File: config.mk
export PLATFORM = sky130hd
export DESIGN_NAME = prop_monitor_multi
export DESIGN_NICKNAME = d
export VERILOG_FILES = /design/src/rtl/prop_mon_pkg.sv /design/src/rtl/prop_monitor_multi_chan.sv /design/src/rtl/prop_monitor_multi.sv
export SDC_FILE = /design/constraint.sdc
export NUM_CORES = 1
export LEC_CHECK = 0
export BUFFER_PORTS_ARGS = -buffer_cell sky130_fd_sc_hd__buf_2
export CORE_UTILIZATION = 54
export CTS_CLUSTER_SIZE = 8
export DETAILED_ROUTE_END_ITERATION = 12
export PLACE_DENSITY = 0.77
export SYNTH_ARGS = -nofsm -noshare
export SYNTH_HDL_FRONTEND = slang
export SYNTH_HIERARCHICAL = 1
export SYNTH_SLANG_ARGS = --single-unit
File: constraint.sdc
create_clock -name clk -period 5.7 [get_ports clk]
set_clock_uncertainty 0.2 [all_clocks]
set_input_delay 0.57 -clock clk [delete_from_list [all_inputs] [get_ports clk]]
set_output_delay 0.57 -clock clk [all_outputs]
set_load 0.03 [all_outputs]
File: src/rtl/prop_mon_pkg.sv
// prop_mon_pkg: shared types and constants for the multi-channel property monitor.
//   err_code_e  : code reported in the first-error capture
//   mon_state_e : arm/trip state of the monitor
//   *_BIT       : position of each rule inside a channel's 3-bit fail vector
package prop_mon_pkg;

    typedef enum logic [1:0] {
        ERR_NONE   = 2'd0,
        ERR_SUM    = 2'd1,
        ERR_EQ     = 2'd2,
        ERR_ONEHOT = 2'd3
    } err_code_e;

    typedef enum logic [1:0] {
        DISARMED = 2'd0,
        ARMED    = 2'd1,
        TRIPPED  = 2'd2
    } mon_state_e;

    localparam int SUM_BIT   = 0;
    localparam int EQ_BIT    = 1;
    localparam int OH_BIT    = 2;
    localparam int NUM_RULES = 3;

    // Highest-priority rule among a channel's fail bits: SUM > EQ > ONEHOT.
    function automatic err_code_e fail_to_code(input logic [NUM_RULES-1:0] fail);
        if (fail[SUM_BIT])     return ERR_SUM;
        else if (fail[EQ_BIT]) return ERR_EQ;
        else if (fail[OH_BIT]) return ERR_ONEHOT;
        else                   return ERR_NONE;
    endfunction

endpackage

File: src/rtl/prop_monitor_multi_chan.sv
// prop_mon_chan: one monitored channel, two register stages.
//   Stage 1 registers a+1 (modulo 2^WIDTH), a==b, !onehot(a) and the sample qualifier.
//   Stage 2 registers the qualified 3-bit fail vector {onehot, eq, sum}.
// Ports:
//   clk, rst      : clock, synchronous active-high reset
//   sample        : channel valid already gated by the monitor's armed state
//   a, b          : operands
//   fail          : registered qualified fail vector (bit positions from prop_mon_pkg)
// Optional macro PROP_MON_SVA_EN adds concurrent assertions on each rule; the
// reporting path (%m) contains the generate index of the channel.
module prop_mon_chan
    import prop_mon_pkg::*;
#(
    parameter int WIDTH = 8,
    parameter int LIMIT = 12
) (
    input  logic                 clk,
    input  logic                 rst,
    input  logic                 sample,
    input  logic [WIDTH-1:0]     a,
    input  logic [WIDTH-1:0]     b,
    output logic [NUM_RULES-1:0] fail
);

    // Compare on 33 bits so LIMIT above 2^WIDTH can never be reached and
    // LIMIT = 0 always trips, without any special casing.
    localparam logic [32:0] LIMIT_EXT = 33'(LIMIT);

    logic [WIDTH-1:0]     sum_reg;
    logic                 valid_reg;
    logic                 eq_reg;
    logic                 oh_reg;
    logic [NUM_RULES-1:0] fail_reg;
    logic                 a_onehot;
    logic                 sum_fail;

    // Zero is not one-hot, so it fails the rule.
    assign a_onehot = (a != '0) && ((a & (a - WIDTH'(1))) == '0);
    assign sum_fail = 33'(sum_reg) >= LIMIT_EXT;

    always_ff @(posedge clk) begin
        if (rst) begin
            sum_reg   <= '0;
            valid_reg <= 1'b0;
            eq_reg    <= 1'b0;
            oh_reg    <= 1'b0;
            fail_reg  <= '0;
        end else begin
            sum_reg   <= a + WIDTH'(1);
            valid_reg <= sample;
            eq_reg    <= (a == b);
            oh_reg    <= !a_onehot;
            fail_reg[SUM_BIT] <= valid_reg & sum_fail;
            fail_reg[EQ_BIT]  <= valid_reg & eq_reg;
            fail_reg[OH_BIT]  <= valid_reg & oh_reg;
        end
    end

    assign fail = fail_reg;

`ifdef PROP_MON_SVA_EN
    a_sum_bound: assert property (@(posedge clk) disable iff (rst) valid_reg |-> !sum_fail)
        else $error("sum bound violated on channel %m: sum=%0d", sum_reg);
    a_neq: assert property (@(posedge clk) disable iff (rst) valid_reg |-> !eq_reg)
        else $error("operand equality on channel %m");
    a_onehot_a: assert property (@(posedge clk) disable iff (rst) valid_reg |-> !oh_reg)
        else $error("operand a not one-hot on channel %m");
`else
    // Assertions excluded from this build; datapath is identical.
`endif

endmodule

File: src/rtl/prop_monitor_multi.sv
// prop_monitor_multi: multi-channel run-time property monitor.
// Ports:
//   clk, rst        : clock, synchronous active-high reset (highest priority)
//   en              : arm request
//   clear           : clears sticky flags, counter and capture; re-arms if en
//   chan_valid      : per-channel sample qualifier
//   a, b            : packed operands, channel i at [i*WIDTH +: WIDTH]
//   err_sticky      : per channel {onehot, eq, sum} sticky flags
//   err_count       : saturating total of violations
//   first_err_*     : capture of the first violation (lowest channel, then SUM>EQ>ONEHOT)
//   irq             : high while the monitor is TRIPPED
// Optional macro PROP_MON_SVA_EN enables per-channel assertions in prop_mon_chan.
module prop_monitor_multi
    import prop_mon_pkg::*;
#(
    parameter int WIDTH    = 8,
    parameter int CHANNELS = 4,
    parameter int LIMIT    = 12,
    parameter int CNT_W    = 16,
    localparam int CH_W    = (CHANNELS > 1) ? $clog2(CHANNELS) : 1
) (
    input  logic                        clk,
    input  logic                        rst,
    input  logic                        en,
    input  logic                        clear,
    input  logic [CHANNELS-1:0]         chan_valid,
    input  logic [CHANNELS*WIDTH-1:0]   a,
    input  logic [CHANNELS*WIDTH-1:0]   b,
    output logic [CHANNELS*3-1:0]       err_sticky,
    output logic [CNT_W-1:0]            err_count,
    output logic                        first_err_valid,
    output logic [CH_W-1:0]             first_err_chan,
    output logic [1:0]                  first_err_code,
    output logic                        irq
);

    localparam int SUM_W = $clog2(NUM_RULES*CHANNELS + 1);

    mon_state_e                  state_reg;
    logic [CHANNELS*3-1:0]       sticky_reg;
    logic [CNT_W-1:0]            count_reg;
    logic                        fv_reg;
    logic [CH_W-1:0]             fchan_reg;
    err_code_e                   fcode_reg;

    logic                        armed;
    logic [CHANNELS*3-1:0]       fail_vec;
    logic                        any_fail;
    logic [SUM_W-1:0]            fail_cnt;
    logic [CNT_W:0]              count_sum;
    logic [CH_W-1:0]             fchan_next;
    err_code_e                   fcode_next;

    // Samples taken while DISARMED are dropped at stage 1.
    assign armed = (state_reg != DISARMED);

    genvar gi;
    generate
        for (gi = 0; gi < CHANNELS; gi++) begin : g_chan
            prop_mon_chan #(
                .WIDTH (WIDTH),
                .LIMIT (LIMIT)
            ) u_chan (
                .clk    (clk),
                .rst    (rst),
                .sample (chan_valid[gi] & armed),
                .a      (a[gi*WIDTH +: WIDTH]),
                .b      (b[gi*WIDTH +: WIDTH]),
                .fail   (fail_vec[gi*NUM_RULES +: NUM_RULES])
            );
        end
    endgenerate

    assign any_fail = |fail_vec;

    always_comb begin
        fail_cnt = '0;
        for (int i = 0; i < CHANNELS*NUM_RULES; i++) begin
            fail_cnt = fail_cnt + SUM_W'(fail_vec[i]);
        end
    end

    // One extra bit catches the carry out so the counter saturates instead of wrapping.
    assign count_sum = {1'b0, count_reg} + (CNT_W+1)'(fail_cnt);

    // Lowest failing channel wins; the package function orders rules inside it.
    always_comb begin
        logic found;
        found      = 1'b0;
        fchan_next = '0;
        fcode_next = ERR_NONE;
        for (int i = 0; i < CHANNELS; i++) begin
            if (!found && |fail_vec[i*NUM_RULES +: NUM_RULES]) begin
                found      = 1'b1;
                fchan_next = CH_W'(i);
                fcode_next = fail_to_code(fail_vec[i*NUM_RULES +: NUM_RULES]);
            end
        end
    end

    always_ff @(posedge clk) begin
        if (rst) begin
            state_reg  <= DISARMED;
            sticky_reg <= '0;
            count_reg  <= '0;
            fv_reg     <= 1'b0;
            fchan_reg  <= '0;
            fcode_reg  <= ERR_NONE;
        end else begin
            case (state_reg)
                DISARMED: if (en) state_reg <= ARMED;
                ARMED: begin
                    // clear discards same-cycle violations, so it wins over tripping.
                    if (clear)         state_reg <= en ? ARMED : DISARMED;
                    else if (any_fail) state_reg <= TRIPPED;
                    else if (!en)      state_reg <= DISARMED;
                end
                TRIPPED:  if (clear) state_reg <= en ? ARMED : DISARMED;
                default:  state_reg <= DISARMED;
            endcase

            if (clear) begin
                sticky_reg <= '0;
                count_reg  <= '0;
                fv_reg     <= 1'b0;
                fchan_reg  <= '0;
                fcode_reg  <= ERR_NONE;
            end else begin
                sticky_reg <= sticky_reg | fail_vec;
                count_reg  <= count_sum[CNT_W] ? {CNT_W{1'b1}} : count_sum[CNT_W-1:0];
                if (!fv_reg && any_fail) begin
                    fv_reg    <= 1'b1;
                    fchan_reg <= fchan_next;
                    fcode_reg <= fcode_next;
                end
            end
        end
    end

    assign err_sticky      = sticky_reg;
    assign err_count       = count_reg;
    assign first_err_valid = fv_reg;
    assign first_err_chan  = fchan_reg;
    assign first_err_code  = fcode_reg;
    assign irq             = (state_reg == TRIPPED);

endmodule

Yosys cells after proc, flatten, opt, wreduce, memory -nomap -nowiden
Cells that the tools add are included.

Bits in registers: 91. Output and inout port bits: 34.

$add $sub $neg: 20. Magnitude comparators: 4. Eq/ne operators: 9. Mux-type cells: 30. Bitwise logic cells: 21. Reductions and logical operators: 33.

Operators by type and width (count): two-way mux 2 bit (23); adder 4 x 1 -> 4 bit (8); adder 8 x 1 -> 8 bit, second input constant (4); bitwise AND 8 bit (4); == test 8 bit (4); greater-or-equal comparator 8 x 4 -> 1 bit, second input constant (4); logical NOT 8 bit (4); nonzero test 8 bit (4); subtractor 8 x 1 -> 8 bit, second input constant (4); adder 16 x 4 -> 17 bit (1); bitwise AND 1 bit (16); two-way mux 16 bit (1); bitwise OR 12 bit (1); OR reduction 12 bit (1); OR reduction 3 bit (4); logical AND 1 bit (8); logical NOT 1 bit (8); one-hot mux 2 bit (3 select lines) (1); two-way mux 1 bit (5); adder 3 x 1 -> 4 bit (1); != test 2 bit, second input constant (2); != test 4 bit, second input constant (1); adder 2 x 1 -> 3 bit (1); AND reduction 3 bit (1); 6 further kinds (6).

Logic depth before layout (Yosys ltp)
Depth in word-level cells: 13. Mapped depth: 14. Depth with buffers taken out: 13.

Cells and area by module
Netlist, hierarchy kept.

By module, submodules not included: prop_mon_chan (times used 4, cells each 72, area each 654.4 µm², sequential area each 240.2 µm²); prop_monitor_multi (times used 1, cells each 208, area each 1874.3 µm², sequential area each 700.7 µm²).

Worst setup path before layout
OpenSTA, ideal clock, no wires.

Path kind: reg-to-reg. From: register count_reg[0], in the netlist err_count[0]. To: register count_reg[15], in the netlist err_count[15]. Library setup time: 0.146 ns. Data arrival time: 4.015 ns. Required time: 5.354 ns. Path slack: 1.339 ns. Stages on the path, launching flop included: 14. Buffers on the path: 0. Clock period less this slack: 4.361 ns. Cells stage by stage: dfxtp_1 -> fa_1 -> inv_1 -> fa_1 -> fa_1 -> fa_1 -> fa_1 -> inv_1 -> fa_1 -> a21o_2 -> and4_4 -> or2_2 -> nor3_1 -> a211oi_1.

Word-level cells in the longest chain between the ends: 2.

RTL lines: from (decl) (RTL line prop_monitor_multi.sv:41) `logic [CNT_W-1:0] count_reg;`; from (signal assigned) (RTL line prop_monitor_multi.sv:130) `count_reg <= count_sum[CNT_W] ? {CNT_W{1'b1}} : count_sum[CNT_W-1:0];`; adder 16 x 4 -> 17 bit (RTL line prop_monitor_multi.sv:84) `assign count_sum = {1'b0, count_reg} + (CNT_W+1)'(fail_cnt);`; two-way mux 16 bit (RTL line prop_monitor_multi.sv:130).

No other way between the ends. A chain may end at the register's enable or synchronous reset.

Final worst setup path
From: register count_reg[0], in the netlist err_count[0]. To: register count_reg[11], in the netlist err_count[11].

The elaborated chain is that of the path after synthesis.

==> reports/metrics.csv <==
stage,metric,value,unit
synth,synth_seq_area_share,0.3699,
timing,tns,0,ns
place,port_buffers,105,
global_routing,grt_max_degree,52,
synth,yosysUniqueCellTypes,56,
synth,yosys_warnings,6,
synth,ys.flop_type,dfxtp_1,
synth,yosysMostFrequentCell,dfxtp_1,
clocking,insertion_delay,0.35,ns
detailed_routing,antenna_left,0,
clocking,cts_resized,0,
place,place_inst,673,
cells_and_area,layout.nets,679,
cells_and_area,stdcell_count,689,
worst_setup_path,cp.required,5.77,ns
power,p_leak,2.293,nW
clocking,htreeDepth,3,
floorplan,core_area,7888,um2
synth,synth_area,4492,um2
clocking,hold_buffers,0,
cells_and_area,largest_reg_flops,24,
synth,netlist.area_leader.share,0.3699,
detailed_routing,detail_route.iter0.violations,118,
floorplan,die_w,93.21,um
synth,ys_async_sr_fraction,0,
worst_setup_path,startpoint_type,register,
synth,postSynthAreaPerCell,9.056,um2
timing,rsz0062_at_grt,false,
power,p_int,0.0009117,W
global_routing,gr-total-overflow,0,
cells_and_area,final_util,0.6553,
synth,synth_edf_count,0,
detailed_routing,wl_per_cell,13.21,um
clocking,ctsLongestPathBuffers,2,
floorplan,die_area,8687,um2
timing,slew_violations,0,
clocking,cts.sinks,83,
place,gp_congestion,0.8950,
clocking,cts_tree,built,
cells_and_area,area_growth,15.07,%
clocking,clk_pin_slew_worst_paths,0.09,ns
synth,synth-seq-cells,83,
synth,ys_top_cells_by_area,"dfxtp_1 (37%), xnor2_1 (7.0%), nor2_1 (6.0%), xor2_1 (5.3%), ha_1 (4.7%)",
floorplan,pin_count,106,
cells_and_area,finalInstanceArea,5169,um2
detailed_routing,firstDrtPassIters,4,
run_status,status,"complete, no violations",
worst_setup_path,critical_path.cell_chain,fa_1 > inv_1 > fa_1 > fa_1 > fa_1 > fa_1 > inv_1 > fa_1 > a21o_2 > and4_4 > nor2_2 > or3_4 > a311oi_2,
global_routing,grt_pass1_vias,3434,
floorplan,initial_utilization,0.5695,
synth,synth_top_cells_by_count,"dfxtp_1 (83), nor2_1 (72), xnor2_1 (36)",
synth,netlist_instances,496,
floorplan,die_h,93.21,um
power,p_clk_frac,0.381,
min_path,min_path_type,register to register,
worst_setup_path,path_max_fanout,12,
worst_setup_path,arrival,4.56,ns
worst_setup_path,cp_slowest_stage_delay,0.54,ns
worst_setup_path,cp_common_cell,fa_1,
timing,tightest_slew,0.8079,ns
timing,fin_crit_sh,0.7877,
power,finalPower,0.001214,W
cells_and_area,diodes,0,
place,placed_cell_area,4945,um2
detailed_routing,drt-total-wl,9105,um
detailed_routing,drcViolationCount,0,
synth,yosys.area.top_type,dfxtp_1,
power,vdd_ir_drop_max,0.0001388,V
synth,syn_nets,593,
timing,max_freq,222.7,MHz
worst_setup_path,critical_path_class,register to register,
global_routing,antenna_found_initial,0,
detailed_routing,num_vias,3706,
timing,slew_headroom,0.4614,
timing,min_period,4.490,ns
clocking,cts-root-buf,clkbuf_8,
detailed_routing,via_per_inst,5.379,
clocking,cts_setup_buffers,0,
worst_setup_path,end_kind,register,
power,p_switching,0.0003018,W
flow_run,cap_violations,0,
global_routing,grt_pass1_wl,15590,um
power,power.density,234.8,nW/um2
floorplan,rows,32,
worst_setup_path,cp_slowest_cell,fa_1,
clocking,cts_buffers,9,
timing,finalSetupViolations,0,
timing,hold_viol,0,
place,hpwl,6846,um
power,switching_share,0.2487,
power,combPwrFrac,0.122,
cells_and_area,drive_above_1_share,0.2453,
power,pwr-share-seq,0.497,
global_routing,grtUsageTotal,0.2247,
## power by group through the flow
stage,clock [W],combinational [W],sequential [W]
finish,0.000463,0.000148,0.000603
global route,0.000502,0.000164,0.000606
CTS,0.000472,0.000148,0.000603
detailed placement,0,0.000147,0.000617
global placement,0,0.000143,0.000616
floorplan,0,0.000101,0.000618
## cell families (layout without fill, tap and decap cells)
kind of cell             after synthesis  in the layout  share of synthesized area
multiplexers                           1              1                   0.002507
AO/OA/AOI/OAI                         84             84                     0.1276
flip-flops                            83             83                     0.3699
buffers and inverters                 54            145                    0.06463
AND/OR/NAND/NOR                      186            186                     0.2295
XOR/XNOR                              63             63                     0.1228
adder cells (fa/ha/maj)               25             25                    0.08301
## final cells by class
class	count	area (um2)
Clock buffer	9	123.9
Timing Repair Buffer	105	525.5
Sequential cell	83	1662
Multi-Input combinational cell	359	2540
Tap cell	102	127.6
Fill cell	657	2719
Inverter	24	90.09
Clock inverter	7	100.1
## stage by stage
stage | hold slack [ns] | setup slack (ns)
6_report | 0.2681 | 1.210
5_1_grt | 0.2828 | 1.029
4_1_cts | 0.2624 | 1.190
3_5_place_dp | 0.2505 | 1.210
3_3_place_gp | 0.2438 | 1.292
2_1_floorplan | 0.2399 | 1.339
## cells in the final DEF (no fill, tap or decap), types with 3 or more instances in the layout
cell type    n
buf_2      105
dfxtp_1     83
nor2_1      72
xnor2_1     36
a21oi_1     31
xor2_1      27
inv_1       24
nand3_1     24
ha_1        17
o21ai_0     15
and3b_1     13
nor2b_1     12
and3_1      12
clkbuf_8     9
fa_1         8
nand2_1      6
nor3_1       6
a211oi_1     5
nor4_2       5
nand4_1      5
nor4_1       5
or4_1        4
nor3b_1      4
nor4b_1      4
o21ai_1      4
a211o_1      4
a2111oi_2    4
o221a_2      3
a31oi_1      3
## worst paths after layout
check | from | to | slack [ns] | cells past startpoint
worst max-delay path | err_count[0] | err_count[11] | 1.21 | 13
worst min-delay path | err_sticky[11] | err_sticky[11] | 0.27 | 2
worst max register to register | err_count[0] | err_count[11] | 1.21 | 13
worst min register to register | err_sticky[11] | err_sticky[11] | 0.27 | 2
## worst max-delay path: cells and delay by family, from the launching register on
| kind | cells | cell delay (ns) |
|---|---|---|
| flip-flops | 1 | 0.34 |
| buffers and inverters | 2 | 0.14 |
| adder cells (fa/ha/maj) | 6 | 2.54 |
| AO/OA/AOI/OAI | 2 | 0.41 |
| AND/OR/NAND/NOR | 3 | 0.78 |
## layer usage
metal,vias up,track usage,routed length [um]
met5,-,0,0
met4,0,0.08974,161
met3,12,0.03984,378
met2,106,0.3646,4369
met1,1711,0.2963,4195
li1,1877,-,-
No activity file was read; power rests on OpenSTA's default activity.
